<file path="src/rtl/timelock_ctrl_pkg.sv">
// Shared command codes and FSM state type for the timelock command controller.
package timelock_ctrl_pkg;

  // Low nibble of every rx command and tx reply byte.
  typedef enum logic [3:0] {
    CmdLoad       = 4'h0,
    CmdAckLoad    = 4'h1,
    CmdCompute    = 4'h2,
    CmdAckCompute = 4'h3,
    CmdRead       = 4'h4,
    CmdStatus     = 4'h5,
    CmdAbort      = 4'h6,
    CmdAckAbort   = 4'h7,
    CmdTmo        = 4'hE,
    CmdErr        = 4'hF
  } cmd_e;

  typedef enum logic [1:0] {
    StIdle,
    StWait,
    StWrite
  } state_e;

  // Reply byte: payload nibble on top, code nibble below.
  function automatic logic [7:0] mk_reply(input logic [3:0] hi, input cmd_e code);
    return {hi, 4'(code)};
  endfunction

endpackage

</file>
<file path="src/rtl/timelock_ctrl_param_if.sv">
// Byte-stream and squaring-core signals of the timelock controller.
interface timelock_ctrl_param_if #(
  parameter int unsigned WIDTH = 184
);
  logic             rx_valid;
  logic [7:0]       rx_byte;
  logic             tx_valid;
  logic [7:0]       tx_byte;
  logic             tx_ready;
  logic             core_ld;
  logic [WIDTH-1:0] core_xs;
  logic [WIDTH-1:0] core_xc;
  logic             core_dn;
  logic [WIDTH-1:0] core_ys;
  logic [WIDTH-1:0] core_yc;

  // Controller side.
  modport master (
    input  rx_valid, rx_byte, tx_ready, core_dn, core_ys, core_yc,
    output tx_valid, tx_byte, core_ld, core_xs, core_xc
  );

  // UART / core side.
  modport slave (
    output rx_valid, rx_byte, tx_ready, core_dn, core_ys, core_yc,
    input  tx_valid, tx_byte, core_ld, core_xs, core_xc
  );
endinterface

</file>
<file path="src/rtl/timelock_watchdog.sv">
// Compute watchdog: saturating cycle counter that flags the last allowed cycle.
module timelock_watchdog #(
  parameter int unsigned TMO_W   = 32,
  parameter int unsigned TIMEOUT = 0
) (
  input  logic clk,
  input  logic rst_n,
  input  logic clr_i,
  input  logic en_i,
  output logic expire_o
);

  localparam logic [TMO_W-1:0] LastCnt = TMO_W'(TIMEOUT - 1);

  logic [TMO_W-1:0] cnt_q;

  // Clear on compute start, otherwise count up and stick at all-ones.
  always_ff @(posedge clk) begin
    if (!rst_n) begin
      cnt_q <= '0;
    end else if (clr_i) begin
      cnt_q <= '0;
    end else if (en_i && (cnt_q != '1)) begin
      cnt_q <= cnt_q + 1'b1;
    end
  end

  // TIMEOUT of zero disables the watchdog entirely.
  assign expire_o = (TIMEOUT != 0) && (cnt_q == LastCnt);

endmodule

</file>
<file path="src/rtl/timelock_ctrl_param.sv">
// Command controller between a byte stream and a carry-save timelock squaring core.
module timelock_ctrl_param
  import timelock_ctrl_pkg::*;
#(
  parameter int unsigned WIDTH   = 184,
  parameter int unsigned TMO_W   = 32,
  parameter int unsigned TIMEOUT = 0
) (
  input  logic                  clk,
  input  logic                  rst_n,
  timelock_ctrl_param_if.master bus,
  output logic                  busy
);

  localparam int unsigned XW = 2 * WIDTH;

  state_e          state_q;
  logic [XW-1:0]   x_q;
  logic            core_ld_q;
  logic            tx_valid_q;
  logic [7:0]      tx_byte_q;
  logic            ovr_q;
  logic            tmo_q;

  logic [3:0]      cmd;
  logic [3:0]      rx_nib;
  logic            wdog_clr;
  logic            wdog_en;
  logic            wdog_expire;
  logic            abort_req;

  assign cmd       = bus.rx_byte[3:0];
  assign rx_nib    = bus.rx_byte[7:4];
  assign abort_req = bus.rx_valid && (cmd == 4'(CmdAbort));

  // Watchdog restarts on COMPUTE and only advances on WAIT cycles nothing else claimed.
  always_comb begin
    wdog_clr = (state_q == StIdle) && bus.rx_valid && (cmd == 4'(CmdCompute));
    wdog_en  = (state_q == StWait) && !bus.core_dn && !abort_req && !wdog_expire;
  end

  timelock_watchdog #(
    .TMO_W   (TMO_W),
    .TIMEOUT (TIMEOUT)
  ) u_wdog (
    .clk      (clk),
    .rst_n    (rst_n),
    .clr_i    (wdog_clr),
    .en_i     (wdog_en),
    .expire_o (wdog_expire)
  );

  // Command FSM; every output it drives is registered.
  always_ff @(posedge clk) begin
    if (!rst_n) begin
      state_q    <= StIdle;
      x_q        <= '0;
      core_ld_q  <= 1'b1;
      tx_valid_q <= 1'b0;
      tx_byte_q  <= 8'h00;
      ovr_q      <= 1'b0;
      tmo_q      <= 1'b0;
    end else begin
      unique case (state_q)
        StIdle: begin
          if (bus.rx_valid) begin
            tx_valid_q <= 1'b1;
            state_q    <= StWrite;
            case (cmd)
              4'(CmdLoad): begin
                x_q       <= {rx_nib, x_q[XW-1:4]};
                tx_byte_q <= mk_reply(x_q[3:0], CmdAckLoad);
              end
              4'(CmdRead): begin
                x_q       <= {x_q[3:0], x_q[XW-1:4]};
                tx_byte_q <= mk_reply(x_q[3:0], CmdRead);
              end
              4'(CmdCompute): begin
                // Reply is deferred until the core finishes or is stopped.
                core_ld_q  <= 1'b0;
                tx_valid_q <= 1'b0;
                state_q    <= StWait;
              end
              4'(CmdStatus): begin
                tx_byte_q <= mk_reply({ovr_q, tmo_q, 2'b00}, CmdStatus);
                ovr_q     <= 1'b0;
                tmo_q     <= 1'b0;
              end
              4'(CmdAbort): begin
                tx_byte_q <= mk_reply(4'h0, CmdAckAbort);
              end
              default: begin
                tx_byte_q <= mk_reply(cmd, CmdErr);
              end
            endcase
          end
        end

        StWait: begin
          if (bus.core_dn) begin
            x_q        <= {bus.core_yc, bus.core_ys};
            core_ld_q  <= 1'b1;
            tx_byte_q  <= mk_reply(4'h0, CmdAckCompute);
            tx_valid_q <= 1'b1;
            state_q    <= StWrite;
          end else if (abort_req) begin
            core_ld_q  <= 1'b1;
            tx_byte_q  <= mk_reply(4'h0, CmdAckAbort);
            tx_valid_q <= 1'b1;
            state_q    <= StWrite;
          end else if (wdog_expire) begin
            core_ld_q  <= 1'b1;
            tmo_q      <= 1'b1;
            tx_byte_q  <= mk_reply(4'h0, CmdTmo);
            tx_valid_q <= 1'b1;
            state_q    <= StWrite;
          end else if (bus.rx_valid) begin
            ovr_q <= 1'b1;
          end
        end

        StWrite: begin
          // No input buffering: anything arriving while a reply is pending is lost.
          if (bus.rx_valid) begin
            ovr_q <= 1'b1;
          end
          if (bus.tx_ready) begin
            tx_valid_q <= 1'b0;
            state_q    <= StIdle;
          end
        end

        default: begin
          state_q <= StIdle;
        end
      endcase
    end
  end

  assign bus.tx_valid = tx_valid_q;
  assign bus.tx_byte  = tx_byte_q;
  assign bus.core_ld  = core_ld_q;
  assign bus.core_xs  = x_q[WIDTH-1:0];
  assign bus.core_xc  = x_q[XW-1:WIDTH];
  assign busy         = (state_q == StWait);

endmodule
</file>
<file path="src/flat_wrapper.sv">
// flat-port wrapper written by rule: the top's interface ports become plain ports
module timelock_ctrl_param_flat import timelock_ctrl_pkg::*;
#(
  parameter int unsigned WIDTH   = 184,
  parameter int unsigned TMO_W   = 32,
  parameter int unsigned TIMEOUT = 0
)
  (clk, rst_n, busy, bus_rx_valid, bus_rx_byte, bus_tx_ready, bus_core_dn, bus_core_ys, bus_core_yc, bus_tx_valid, bus_tx_byte, bus_core_ld, bus_core_xs, bus_core_xc);
  timelock_ctrl_param_if #(.WIDTH(WIDTH)) bus_i ();
  input  logic clk;
  input  logic rst_n;
  output logic busy;
  input wire logic [$bits(bus_i.rx_valid)-1:0] bus_rx_valid;
  input wire logic [$bits(bus_i.rx_byte)-1:0] bus_rx_byte;
  input wire logic [$bits(bus_i.tx_ready)-1:0] bus_tx_ready;
  input wire logic [$bits(bus_i.core_dn)-1:0] bus_core_dn;
  input wire logic [$bits(bus_i.core_ys)-1:0] bus_core_ys;
  input wire logic [$bits(bus_i.core_yc)-1:0] bus_core_yc;
  output wire logic [$bits(bus_i.tx_valid)-1:0] bus_tx_valid;
  output wire logic [$bits(bus_i.tx_byte)-1:0] bus_tx_byte;
  output wire logic [$bits(bus_i.core_ld)-1:0] bus_core_ld;
  output wire logic [$bits(bus_i.core_xs)-1:0] bus_core_xs;
  output wire logic [$bits(bus_i.core_xc)-1:0] bus_core_xc;
  assign bus_i.rx_valid = bus_rx_valid;
  assign bus_i.rx_byte = bus_rx_byte;
  assign bus_i.tx_ready = bus_tx_ready;
  assign bus_i.core_dn = bus_core_dn;
  assign bus_i.core_ys = bus_core_ys;
  assign bus_i.core_yc = bus_core_yc;
  assign bus_tx_valid = bus_i.tx_valid;
  assign bus_tx_byte = bus_i.tx_byte;
  assign bus_core_ld = bus_i.core_ld;
  assign bus_core_xs = bus_i.core_xs;
  assign bus_core_xc = bus_i.core_xc;
  timelock_ctrl_param #(.WIDTH(WIDTH), .TMO_W(TMO_W), .TIMEOUT(TIMEOUT)) u_core (.clk(clk), .rst_n(rst_n), .bus(bus_i), .busy(busy));
endmodule
</file>
<file path="config.mk">
export PLATFORM = sky130hd
export DESIGN_NAME = timelock_ctrl_param_flat
export DESIGN_NICKNAME = d
export VERILOG_FILES = /design/src/rtl/timelock_ctrl_pkg.sv /design/src/rtl/timelock_ctrl_param_if.sv /design/src/rtl/timelock_watchdog.sv /design/src/rtl/timelock_ctrl_param.sv /design/src/flat_wrapper.sv
export SDC_FILE = /design/constraint.sdc
export NUM_CORES = 1
export LEC_CHECK = 0
export CAP_MARGIN = 5
export CORE_AREA = 8 8 290 292
export DETAILED_ROUTE_END_ITERATION = 10
export DIE_AREA = 0 0 298 300
export GPL_TIMING_DRIVEN = 0
export HOLD_SLACK_MARGIN = 0.03
export SLEW_MARGIN = 40
export SYNTH_ARGS = -nofsm -noshare
export SYNTH_HDL_FRONTEND = slang
export SYNTH_SLANG_ARGS = --single-unit
</file>
<file path="constraint.sdc">
create_clock -name clk -period 2.4 [get_ports clk]
set_clock_uncertainty 0.15 [all_clocks]
set_input_delay 0.36 -clock clk [delete_from_list [all_inputs] [get_ports clk]]
set_output_delay 0.36 -clock clk [all_outputs]
set_load 0.005 [all_outputs]
</file>
==> results.md, run 1 <==
Routing:
- The average routed wire per standard cell is 22.8 µm.
- After detailed routing, the number of remaining DRC violations is 0.
- Wires add up to 83.4 mm.
- The length of the first detailed-routing pass in iterations is 5.
- The total number of vias is 16800.
- The detailed router's first-iteration violation count is 864.
- The number of vias per cell after detailed routing is 4.61.
- In this run the remaining antenna-violating nets after routing total 0.

Layout:
- In the layout the commonest cells are 757 x clkdlybuf4s50_1, 380 x dfxtp_1, 368 x nand2_1.
- The net count of the finished layout is 2937.
- After routing the design area is 0.0288 mm².
- The post-synthesis to final-layout area growth is 62.6%.
- The share of post-route cells with drive strength above 1 is 8.58%.
- The final cell utilization of the core is 36.2%.
- The layout has 8163 filler cells.
- The library cell used most frequently in the layout, excluding fill and tap cells, is clkdlybuf4s50_1.
- The count of cells in the finished layout, fillers not included, comes to 3653.

Worst setup path:
- The reg-to-reg setup timing slack is 80 ps.
- The cell type group with the largest total delay on the critical path is buffers and inverters.
- The slowest library cell on the worst path is or4b_1.
- The signal on the critical path passes through clkdlybuf4s50_1 > or4b_1 > a211oi_4 > buf_12 > buf_16 > buf_8 > buf_4 > o211a_1.
- The data arrival time of the critical path is 2670 ps.
- The type of destination of the critical path is a register.
- The required time at the worst-slack endpoint is 2750 ps.
- The worst setup path is launched from a primary input.
- The launch point of the worst path is bus_rx_byte[1].
- The worst register-to-register path has a depth of 8.
- The worst register-to-register path ends at u_core.x_q[243].
- The delay of the slowest critical-path stage is 620 ps.
- The count of buffer and inverter cells on the critical path is 5.
- The worst register-to-register path begins at u_core.state_q[1].
- Of all nets on the critical path, the largest fanout is 10.
- The setup path with the least slack is of type in -> reg.

Die:
- The die covers 0.0894 mm².
- The area of the core is 0.0796 mm².
- The initial core utilization is 22.2%.
- The initialized floorplan defines 104 standard-cell rows.
- The die extent in x is 298 µm.
- The vertical extent of the die is 300 µm.
- During I/O placement, the number of pins put on the boundary was 760.

Timing:
- Static timing analysis puts the maximum clock frequency at 431 MHz.
- The hold violation total from the final report is 0.
- At the pin with the least slew margin, the transition time is 926 ps.
- Setup violations remaining at the end of the flow were counted as 0.
- Headroom to the max-slew limit came out at 38.3%.
- Setup repair after global routing left no endpoint under its margin.
- The routed design could run at a clock period as short as 2320 ps.
- The period utilization is 96.7%.
- The max-slew violation total from the final report is 0.
- The post-route setup TNS is 0 ps.

Clocking:
- The root cell of the clock tree is clkbuf_16.
- The maximum root-to-sink buffer count is 3.
- The count of hold-fix buffers inserted at cts is 0.
- The total number of H-tree levels is 2.
- The insertion delay to the later sink of the worst-skew pair is 560 ps.
- The number of buffers created by CTS is 46.
- After clock tree synthesis, the clock-pin slew on the worst setup and hold paths is 60 ps.
- The tree built by TritonCTS fans out to 381 sinks.
- The TritonCTS clock tree is built.

GRT:
- The number of antenna violations at the first check in global routing came to 8.
- Across every metal layer, demand over resource in global routing totals 17.4%.
- Entering global routing, the biggest net connects 13 pins.
- The via count of the first global-routing pass came to 17300.
- The total overflow left after global routing is 0.
- The wire length of the first global-routing pass is 120 mm.

Hold path:
- In this run the most critical hold path is launched from bus_core_yc[183].
- For hold timing, the worst endpoint is u_core.x_q[367].
- The tightest min-delay check is of the in -> reg type.
- Counting instances, the worst hold path has a depth of 3.

Power:
- The areal power density over the cells is 784 mW/mm².
- The proportion of power drawn by flip-flops and latches is 37.1%.
- Of the total power, combinational logic draws 30.5%.
- The peak ir drop on the vdd network is 0.444 mV.
- Summed over all nets, the switching power comes to 0.00683 W.
- The net switching share of the total power is 30.3%.
- The cell internal power dissipation is 0.0157 W.
- In this run, the clock network consumes 32.4% of the power.
- The leakage component of the power is 13.6 nW.

Place:
- The instance count after placement with tap cells included is 3561.
- Once detailed placement completed, the half-perimeter wirelength came to 66.7 mm.
- The routability congestion estimate is 0.876.
- The number of port buffers is 758.
- Summing all placed instances gives a cell area of 0.0266 mm².

Job:
- The number of max-cap violations is 0.

Run status:
- The flow ran to the end, and the final reports show no timing, DRC or antenna violations.

Synth:
- Counting flops with an async set or reset pin after synthesis yields a share of 0%.
- A synthesized cell averages 10.2 µm².
- The number of instances in the synthesized netlist is 1743.
- In this run, distinct cell masters in the synthesized netlist total 40.
- The net count after synthesis is 2128.
- Of the synthesized area, sequential elements account for 43.0%.
- The number of register bits inferred by synthesis is 381.
- The synthesis warning total is 0.
- The number of enable-type register cells in the synthesized netlist is 0.
- For this run, the leading register cell type out of synthesis is dfxtp_1.
- The total standard cell area after synthesis is 0.0177 mm².
## layout make-up
type                       count  area, µm²  share of cell area (%)
clock inverter                 9        104                   0.360
buffer                       171       1190                    4.14
tap                         1060       1330                    4.60
clock buffer                  75       1480                    5.15
antenna                        5       12.5                  0.0434
multi-input combinational   1183       9350                    32.4
timing repair buffer         762       7690                    26.7
inverter                       7       26.3                  0.0912
sequential                   381       7630                    26.5
## cells by family (layout without fill, tap and decap cells)
logic type                 Yosys count  count (layout)  synth area share, %
buffers and inverters              179            1024                 4.51
AOI/OAI and AO/OA                  410             410                 22.4
and+or+nand+nor                    397             397                 8.75
DFF                                381             381                 43.0
other                                0               5                    0
muxes                              372             372                 21.0
adders and majority gates            4               4                0.282
## power by group through the flow
stage / logic [W] / clock network [W] / registers [W]
finish: 0.00688 / 0.00731 / 0.00838
global route: 0.00743 / 0.00775 / 0.00850
CTS: 0.00698 / 0.00751 / 0.00838
detailed placement: 0.00660 / 0 / 0.00850
global placement: 0.00660 / 0 / 0.00849
floorplan: 0.00266 / 0 / 0.00828
## through the flow
stage                     hold slack (ps)  total power [W]  worst slack, ps
after floorplan                       322           0.0109              243
after global placement                332           0.0151            -1810
after detailed placement              333           0.0151            -1580
after CTS                             234           0.0229             15.1
after global routing                  291           0.0237             4.01
final                                 308           0.0226             79.2
## cells in the mapped netlist, drive strengths merged (2+ instances only)
library cell / count / area share [%]
o21ai: 12 / 0.34
o311ai: 2 / 0.099
a21boi: 8 / 0.34
mux2i: 368 / 21
inv: 6 / 0.13
dfxtp: 381 / 43
nand2: 374 / 7.9
nand3: 3 / 0.085
a211o: 2 / 0.099
or4b: 2 / 0.11
clkbuf: 89 / 1.9
a31oi: 2 / 0.071
o211a: 367 / 21
o22ai: 5 / 0.18
a21oi: 4 / 0.11
nor2: 4 / 0.085
buf: 83 / 2.5
nor3: 3 / 0.085
ha: 4 / 0.28
nor2b: 2 / 0.071
mux2: 4 / 0.25
and3: 2 / 0.071
## state kept, by name (all words and copies together) (netlist names)
register / flops
u_core.x_q: 368
u_core.ovr_q: 1
u_core.state_q: 2
u_core.bus.tx_valid: 1
u_core.bus.core_ld: 1
u_core.bus.tx_byte: 8
## worst register-to-register path, cell delays in order, from the launching register on
cell,delay [ps]
dfxtp_2,330
inv_1,120
ha_4,190
clkbuf_16,170
clkbuf_2,310
clkbuf_2,390
mux2i_1,340
nand2_1,100
o211a_1,130
## repair_timing
item                       4_1_cts  5_1_grt
setup endpoints to repair      381      346
gates resized for setup        168        4
pin swaps                        2        1
cloned                           2        0
buffers inserted                 2        0
## per-layer routing
| metal | vias up | GRT usage, % | part of all wire (%) |
|---|---|---|---|
| li1 | 7987 | - | - |
| met1 | 8169 | 20.5 | 41 |
| met2 | 573 | 30.4 | 49 |
| met3 | 111 | 5.13 | 7.1 |
| met4 | 4 | 5.54 | 2.8 |
| met5 | - | 0 | 0.031 |
## how the worst max path moves through the flow
stage               depth (start not counted)  slack, ps               to
finish                                      8         80  u_core.x_q[246]
floorplan                                   8        240  u_core.x_q[289]
global route                               10          4  u_core.x_q[283]
CTS                                        11         20  u_core.x_q[209]
detailed placement                          7      -1580  u_core.x_q[202]
global placement                            7      -1810  u_core.x_q[202]
No activity file was read; power rests on OpenSTA's default activity.
==> run 2, diff against run 1 <==
==> constraint.sdc (replaced) <==
create_clock -name clk -period 2.45 [get_ports clk]
set_clock_uncertainty 0.15 [all_clocks]
set_input_delay 0.3675 -clock clk [delete_from_list [all_inputs] [get_ports clk]]
set_output_delay 0.3675 -clock clk [all_outputs]
set_load 0.005 [all_outputs]
==> run 2 against run 1 <==
Against the previous run:
- setup slack improved by 6.3 ps
- design area decreased by 0.32%
- combinational power decreased by 3%
- first-iteration DRC count increased by 0.46%
- count of clock-buffer cells in the layout unchanged
- die area unchanged
- sequential share of layout area increased by 0.080 points
- highest routed layer unchanged
==> results.md, run 2 (same netlist as run 1, synthesis figures left out) <==
Run status:
- The flow ran to the end, and the final reports show no timing, DRC or antenna violations.

Clocking:
- Clock latency on the worst-skew pair, taken at its later pin, is 560 ps.
- After clock tree synthesis, the flow added hold-fix buffers numbering 0.
- Clock tree synthesis found a total of 381 sinks.
- After clock tree synthesis, the clock-pin slew on the worst setup and hold paths is 60 ps.
- The maximum root-to-sink buffer count is 3.
- The number of buffers created by CTS is 46.
- The TritonCTS clock tree is built.
- The total number of H-tree levels is 2.
- The root cell of the clock tree is clkbuf_16.

Die:
- The floorplan step defined a die boundary enclosing 0.0894 mm².
- The initial utilization of the core area, before any placement, comes to 22.2%.
- The floorplan step set the die height to 300 µm.
- The number of cell rows is 104.
- The area of the core is 0.0796 mm².
- During I/O placement, the number of pins put on the boundary was 760.
- Measured along the x axis, the die boundary spans 298 µm.

Layout:
- The library cell used most frequently in the layout, excluding fill and tap cells, is clkdlybuf4s50_1.
- Ranked by flip-flop count, first place goes to u_core.x_q.
- The post-synthesis to final-layout area growth is 62.1%.
- For this run, the post-layout net count is 2936.
- The sequential cell area is 0.00763 mm².
- Counting the fill cells in the layout gives 8164.
- The library cells used most frequently in the layout, excluding fill and tap cells, are 757 x clkdlybuf4s50_1, 381 x dfxtp_1, 370 x nand2_1.
- The register with the most flip-flops in the layout has 368 of them.
- The final standard cell count with taps included and fillers excluded is 3652.
- The share of post-route cells with drive strength above 1 is 8.47%.
- The footprint of the multi-input gates is 0.00934 mm².

Worst setup path:
- Data on the critical path is required at its endpoint by 2800 ps.
- Among all stages on the critical path, the largest delay is contributed by dfxtp_1.
- Counting buffers and inverters, the worst setup path is 10 cells deep.
- Along the worst path, the maximum fanout reaches 11.
- The critical path is of the reg -> reg type.
- In this run the critical register-to-register path is captured at u_core.x_q[246].
- Traced cell by cell, the critical path runs through inv_1 > ha_2 > clkbuf_8 > nor2b_2 > a211oi_4 > buf_12 > buf_16 > buf_8 > buf_4 > o211a_1.
- The worst register-to-register path begins at u_core.state_q[1].
- The delay of the slowest critical-path stage is 360 ps.
- STA puts the critical path data arrival time at 2720 ps.
- The critical path endpoint is u_core.x_q[246].
- The count of buffer and inverter cells on the critical path is 6.
- In this run the worst setup path begins at u_core.state_q[1].
- The type of destination of the critical path is a register.
- On the critical path the largest part of the delay comes from buffers and inverters.
- The logic depth of the worst register-to-register path is 10.
- Across all register-to-register paths, the minimum setup slack is 90 ps.
- The worst setup path is launched from a register.

GRT:
- The global routing stage identified its most utilized layer as met2.
- In the global route stage, met2 resource usage came out at 30.4%.
- Global routing used 5.08% of the available met3 tracks.
- For met1 alone, demand over resource in global routing was 20.5%.
- The total global routing track utilization is 17.4%.
- The number of antenna violations at the first check in global routing is 8.
- Global routing finished with a remaining overflow of 0.
- The via count of the first global-routing pass is 17300.
- The wire length of the first global-routing pass is 120 mm.
- The maximum number of pins on one net before global-route repair is 13.

Routing:
- Wires add up to 83.2 mm.
- The antenna violation net count after detailed routing is 0.
- The residual DRC count is 0.
- The length of the first detailed-routing pass in iterations is 5.
- For this block, the initial DRC count from the detailed router was 868.
- The average routed wire per standard cell is 22.8 µm.
- The total number of vias is 16800.
- Using the TritonRoute via totals, the vias-per-cell ratio works out to 4.61.

Timing:
- The shortest period the worst path allows is 2360 ps.
- In this run the tightest slew margin relative to its limit is 39.6%.
- The max-slew violation total from the final report came to 0.
- The hold violation total from the final report is 0.
- The number of endpoints failing setup at the final stage is 0.
- The period utilization is 96.5%.
- The maximum operating frequency is 423 MHz.
- The tightest hold path in the finished design has a slack of 310 ps.
- The slew at the pin with the worst max-slew slack is 906 ps.

Power:
- The internal portion of the total power is 0.0154 W.
- The net switching power figure is 0.00668 W.
- The design draws 0.0220 W.
- Of the total power, registers draw 37.3%.
- VDD sags by at most 0.438 mV.
- The areal power density over the cells is 768 mW/mm².
- The net switching share of the total power is 30.3%.
- The analysis attributes to cell leakage a power of 13.6 nW.
- The clock network burns 32.4% of the power.
- Of the total power, combinational logic draws 30.3%.

Job:
- The number of max-cap violations is 0.

Place:
- The HPWL after detailed placement is 66.7 mm.
- The instance count after placement with tap cells included is 3561.
- Routability-driven placement finished with a final weighted congestion of 0.876.
- The number of port buffers is 758.

Hold path:
- The worst hold path class is in -> reg.
==> run 2: cell count changes in the layout (fill, tap and decap cells not counted), moves of 2 or more <==
cell,delta
buf_6,-3
clkbuf_2,-8
buf_2,+10
buf_12,-2
nand2_1,+2
buf_4,-2
buf_8,+2
nand2_2,-2
clkbuf_4,+4
==> run 2: worst min-delay path by stage <==
stage / from / endpoint / slack (ps) / cells after the start
after global placement: u_core.bus.tx_byte[3] / u_core.bus.tx_byte[3] / 330 / 2
after detailed placement: u_core.bus.tx_byte[3] / u_core.bus.tx_byte[3] / 330 / 2
after CTS: bus_rx_valid / u_core.ovr_q / 240 / 3
final: bus_rx_valid / u_core.ovr_q / 310 / 3
after global routing: bus_core_yc[183] / u_core.x_q[367] / 300 / 3
after floorplan: u_core.bus.tx_byte[5] / u_core.bus.tx_byte[5] / 320 / 2
==> run 2: what timing repair did <==
item / 4_1_cts / 5_1_grt
setup endpoints to repair: 381 / 352
pin swaps: 2 / 1
cloned: 0 / 1
endpoints found under the hold margin: 0 / 0
resized for setup: 130 / 42
buffers inserted: 2 / 0
==> run 2: metrics by stage <==
step | TNS, ps | cell area (µm²) | setup WS, ps | utilization [%]
2_1_floorplan | 0 | 17700 | 293 | -
3_3_place_gp | -569840 | 26600 | -1770 | 33.4
3_5_place_dp | -487140 | 26600 | -1540 | 33.5
4_1_cts | 0 | 28600 | 1.58 | 35.9
5_1_grt | -1.24 | 28700 | -0.792 | 36.1
6_report | 0 | 28700 | 85.5 | 36.1
==> run 2: worst register-to-register path, stage by stage, from the launching register on <==
cell and delay [ps]:
dfxtp_1 360, inv_1 90, ha_2 210, clkbuf_8 180, nor2b_2 180, a211oi_4 200, buf_12 180, buf_16 190
buf_8 210, buf_4 210, o211a_1 160
==> run 2: power by group through the flow <==
stage                     sequential [W]  clock, W  combinational [W]
after global placement           0.00831         0            0.00646
after detailed placement         0.00832         0            0.00646
final                            0.00821   0.00715            0.00668
after global routing             0.00833   0.00760            0.00722
after floorplan                  0.00811         0            0.00260
after CTS                        0.00821   0.00736            0.00671
==> run 2: final cells by class <==
type                       count  share of cell area (%)
buffer                       171                    4.00
timing repair buffer         761                    26.6
clock inverter                 9                   0.362
clock buffer                  75                    5.17
multi-input combinational   1183                    32.5
antenna                        5                  0.0436
tap                         1060                    4.62
sequential                   381                    26.6
inverter                       7                  0.0915
==> run 2: metal layers <==
metal  vias to the layer above  wire length (µm)
li1                       7988                 -
met1                      8177             34300
met2                       571             40900
met3                       108              5870
met4                         4              2150
met5                         -                26
==> run 3, diff against run 2 <==
--- a/config.mk
+++ b/config.mk
@@ -9,7 +9,7 @@
 export CORE_AREA = 8 8 290 292
 export DETAILED_ROUTE_END_ITERATION = 10
 export DIE_AREA = 0 0 298 300
-export GPL_TIMING_DRIVEN = 0
+export GPL_TIMING_DRIVEN = 1
 export HOLD_SLACK_MARGIN = 0.03
 export SLEW_MARGIN = 40
 export SYNTH_ARGS = -nofsm -noshare
==> run 3 against run 2 <==
Against the previous run:
- sequential power is 0.5% higher
- wire length down 8.6%
- setup slack got worse by 7.1 ps
- count of clock-buffer cells in the layout decreased by 8
- clock power is 7.8% lower
- first-iteration DRC count grew 5.8%
- combinational power down 6.0%
- via count decreased by 1.9%
- utilization down 0.37 points
- global-route usage is 1.5 points lower
- flip-flop and latch count did not move
- sequential share of layout area up 0.27 points
- critical endpoint is now u_core.x_q[85]
==> results.md, run 3 (same netlist as run 1, synthesis figures left out) <==
GRT:
- The first global-routing pass estimated 112 mm of wire.
- The total grt overflow is 0.
- The via count of the first global-routing pass was 17400.
- The total global routing track utilization is 15.9%.
- The number of antenna violations at the first check in global routing is 6.
- Entering global routing, the biggest net connects 66 pins.

Timing:
- Setup violations remaining at the end of the flow were counted as 0.
- The worst path uses 96.8% of the clock period.
- The slew at the pin with the worst max-slew slack is 499 ps.
- The least setup slack across all paths after layout is 78.4 ps.
- The max-slew violation total from the final report was 0.
- In this run the tightest slew margin relative to its limit is 66.4%.
- Setup repair after global routing left no endpoint under its margin.
- Derived from the worst setup path, the maximum achievable clock frequency is 422 MHz.
- The hold violation total from the final report is 0.
- Subtracting the final worst setup slack from the clock period gives 2370 ps.

Place:
- OpenSTA, run right after detailed placement, puts the worst setup slack at -482 ps.
- The instance count after placement with tap cells included is 3491.
- The number of port buffers is 759.
- The routability congestion estimate is 0.953.
- Detailed placement finished with a half-perimeter wire length of 58.7 mm.

Die:
- The vertical extent of the die is 300 µm.
- 760 I/O pins were placed.
- The number of cell rows is 104.
- The floorplan die area is 0.0894 mm².
- The initial core utilization is 22.2%.
- In this run the horizontal extent of the chip is 298 µm.
- The area of the core is 0.0796 mm².

Power:
- The share of total power in the clock network is 31.2%.
- The net switching share of the total power is 29.8%.
- The combinational share of power is 29.7%.
- The areal power density over the cells is 743 mW/mm².
- VDD sags by at most 0.427 mV.
- The leakage component of the power is 13.4 nW.
- The share of total power dissipated in sequential elements is 39.1%.
- The internal power of the cells totals 0.0148 W.
- In this run the power spent charging and discharging nets is 0.00630 W.

Clocking:
- The maximum root-to-sink buffer count is 3.
- TritonCTS built the clock tree.
- The clock reaches the later pin of the worst-skew pair after 550 ps.
- In this run the number of H-tree levels came out at 2.
- The clock drives 381 sinks.
- After clock tree synthesis, the clock-pin slew on the worst setup and hold paths is 60 ps.
- The number of buffers created by CTS is 45.
- In this run the clock root is driven by a clkbuf_16.

Worst setup path:
- The beginning of the worst register-to-register path is u_core.state_q[0].
- In this run the critical register-to-register path is captured at u_core.x_q[134].
- The maximum fanout along the worst path is 58.
- The data arrival time of the critical path is 2660 ps.
- The critical path in this run is classified as in -> reg.
- For the worst flop-to-flop path, the logic depth is 7.
- STA classifies the critical path startpoint as a primary input.
- The type of destination of the critical path is a register.
- In this run the worst setup path terminates at u_core.x_q[85].
- In this run the worst setup path begins at bus_rx_valid.
- For the worst setup path, the data required time is 2740 ps.
- The reg-to-reg setup timing slack is 160 ps.

Layout:
- The flip-flop count of the largest register, all copies and words added is 368.
- The library cell used most frequently in the layout, excluding fill and tap cells, is clkdlybuf4s50_1.
- The share of post-route cells with drive strength above 1 is 7.27%.
- For this run, the post-layout net count is 2871.
- From synthesis to final layout, the design area changed by 60.4%.
- The register containing the most flip-flops in the final layout is u_core.x_q.
- The final standard cell count with taps included and fillers excluded is 3584.
- In the layout the commonest cells are 758 x clkdlybuf4s50_1, 381 x dfxtp_1, 374 x nand2_1.
- The number of fillers in the final layout is 8018.
- Measured on the finished design, the core utilization comes to 35.7%.

Routing:
- Dividing the detail-routed via count by the number of cells gives 4.61.
- The residual DRC count is 0.
- The length of the first detailed-routing pass in iterations is 5.
- The total number of vias is 16500.
- In this run the remaining antenna-violating nets after routing total 0.
- The total wirelength of the detailed-routed design is 76.0 mm.
- In this run, the number of DRC markers left after iteration 0 of detailed routing was 918.
- The average routed wire per standard cell is 21.2 µm.

Hold path:
- The worst hold path class is in -> reg.

Job:
- The number of max-cap violations is 0.

Run status:
- The flow ran to the end, and the final reports show no timing, DRC or antenna violations.
==> run 3: cell types whose count changed in the layout (fill, tap and decap cells not counted), sizes merged <==
cell,previous run,this run
diode,5,7
dlygate4sd2,1,0
inv,7,6
bufinv,2,3
clkbuf,159,67
clkdlybuf4s50,757,758
bufbuf,0,1
buf,90,109
clkinv,5,9
clkinvlp,2,0
==> run 3: power by group through the flow <==
stage / logic, W / registers (W) / clock network (W)
floorplan: 0.00260 / 0.00811 / 0
global placement: 0.00626 / 0.00835 / 0
detailed placement: 0.00633 / 0.00838 / 0
CTS: 0.00637 / 0.00826 / 0.00685
global route: 0.00683 / 0.00838 / 0.00712
finish: 0.00628 / 0.00825 / 0.00659
==> run 3: worst min-delay path by stage <==
stage | end | cells after the start | from | slack [ps]
5_1_grt | u_core.x_q[200] | 2 | rst_n | 70
2_1_floorplan | u_core.bus.tx_byte[5] | 2 | u_core.bus.tx_byte[5] | 320
6_report | u_core.x_q[182] | 2 | rst_n | 90
3_3_place_gp | u_core.x_q[364] | 2 | u_core.x_q[364] | 330
4_1_cts | u_core.x_q[200] | 2 | rst_n | 60
3_5_place_dp | u_core.bus.tx_byte[7] | 2 | u_core.bus.tx_byte[7] | 330
==> run 3: repair_timing <==
action / in CTS / in global routing
setup endpoints to repair: 1 / 7
setup buffers: 5 / 2
cloned: 1 / 0
hold buffers: 0 / 0
gates resized for setup: 2 / 3
==> run 3: stage by stage <==
| step | power, W | setup TNS (ps) | area, µm² | hold WS, ps |
|---|---|---|---|---|
| 3_3_place_gp | 0.0146 | -139900 | 26900 | 331 |
| 2_1_floorplan | 0.0107 | 0 | 17700 | 322 |
| 6_report | 0.0211 | 0 | 28400 | 88.4 |
| 4_1_cts | 0.0215 | -0.151 | 28400 | 63.2 |
| 5_1_grt | 0.0223 | 0 | 28400 | 74.3 |
| 3_5_place_dp | 0.0147 | -144400 | 26900 | 333 |
==> run 3: worst max-delay path, stage by stage <==
cell and delay, ps:
clkdlybuf4s50_1 580, or4b_1 530, a211oi_4 370, buf_12 230, buf_12 270, nand2_1 90
o211a_1 140
==> run 3: layout make-up <==
cell class / count / area [µm²] / area share [%]
antenna: 7 / 17.5 / 0.0616
clock buffer: 67 / 1290 / 4.53
clock inverter: 11 / 134 / 0.471
inverter: 7 / 26.3 / 0.0924
multi-input combinational: 1183 / 9320 / 32.8
sequential: 381 / 7630 / 26.8
tap: 1060 / 1330 / 4.67
timing repair buffer: 868 / 8690 / 30.6
==> run 3: per-layer routing <==
| layer | track usage, % | wire length, µm |
|---|---|---|
| met5 | 0 | 0 |
| met4 | 5.61 | 2580 |
| met3 | 4.90 | 5810 |
| met2 | 28.3 | 37800 |
| met1 | 17.9 | 29800 |
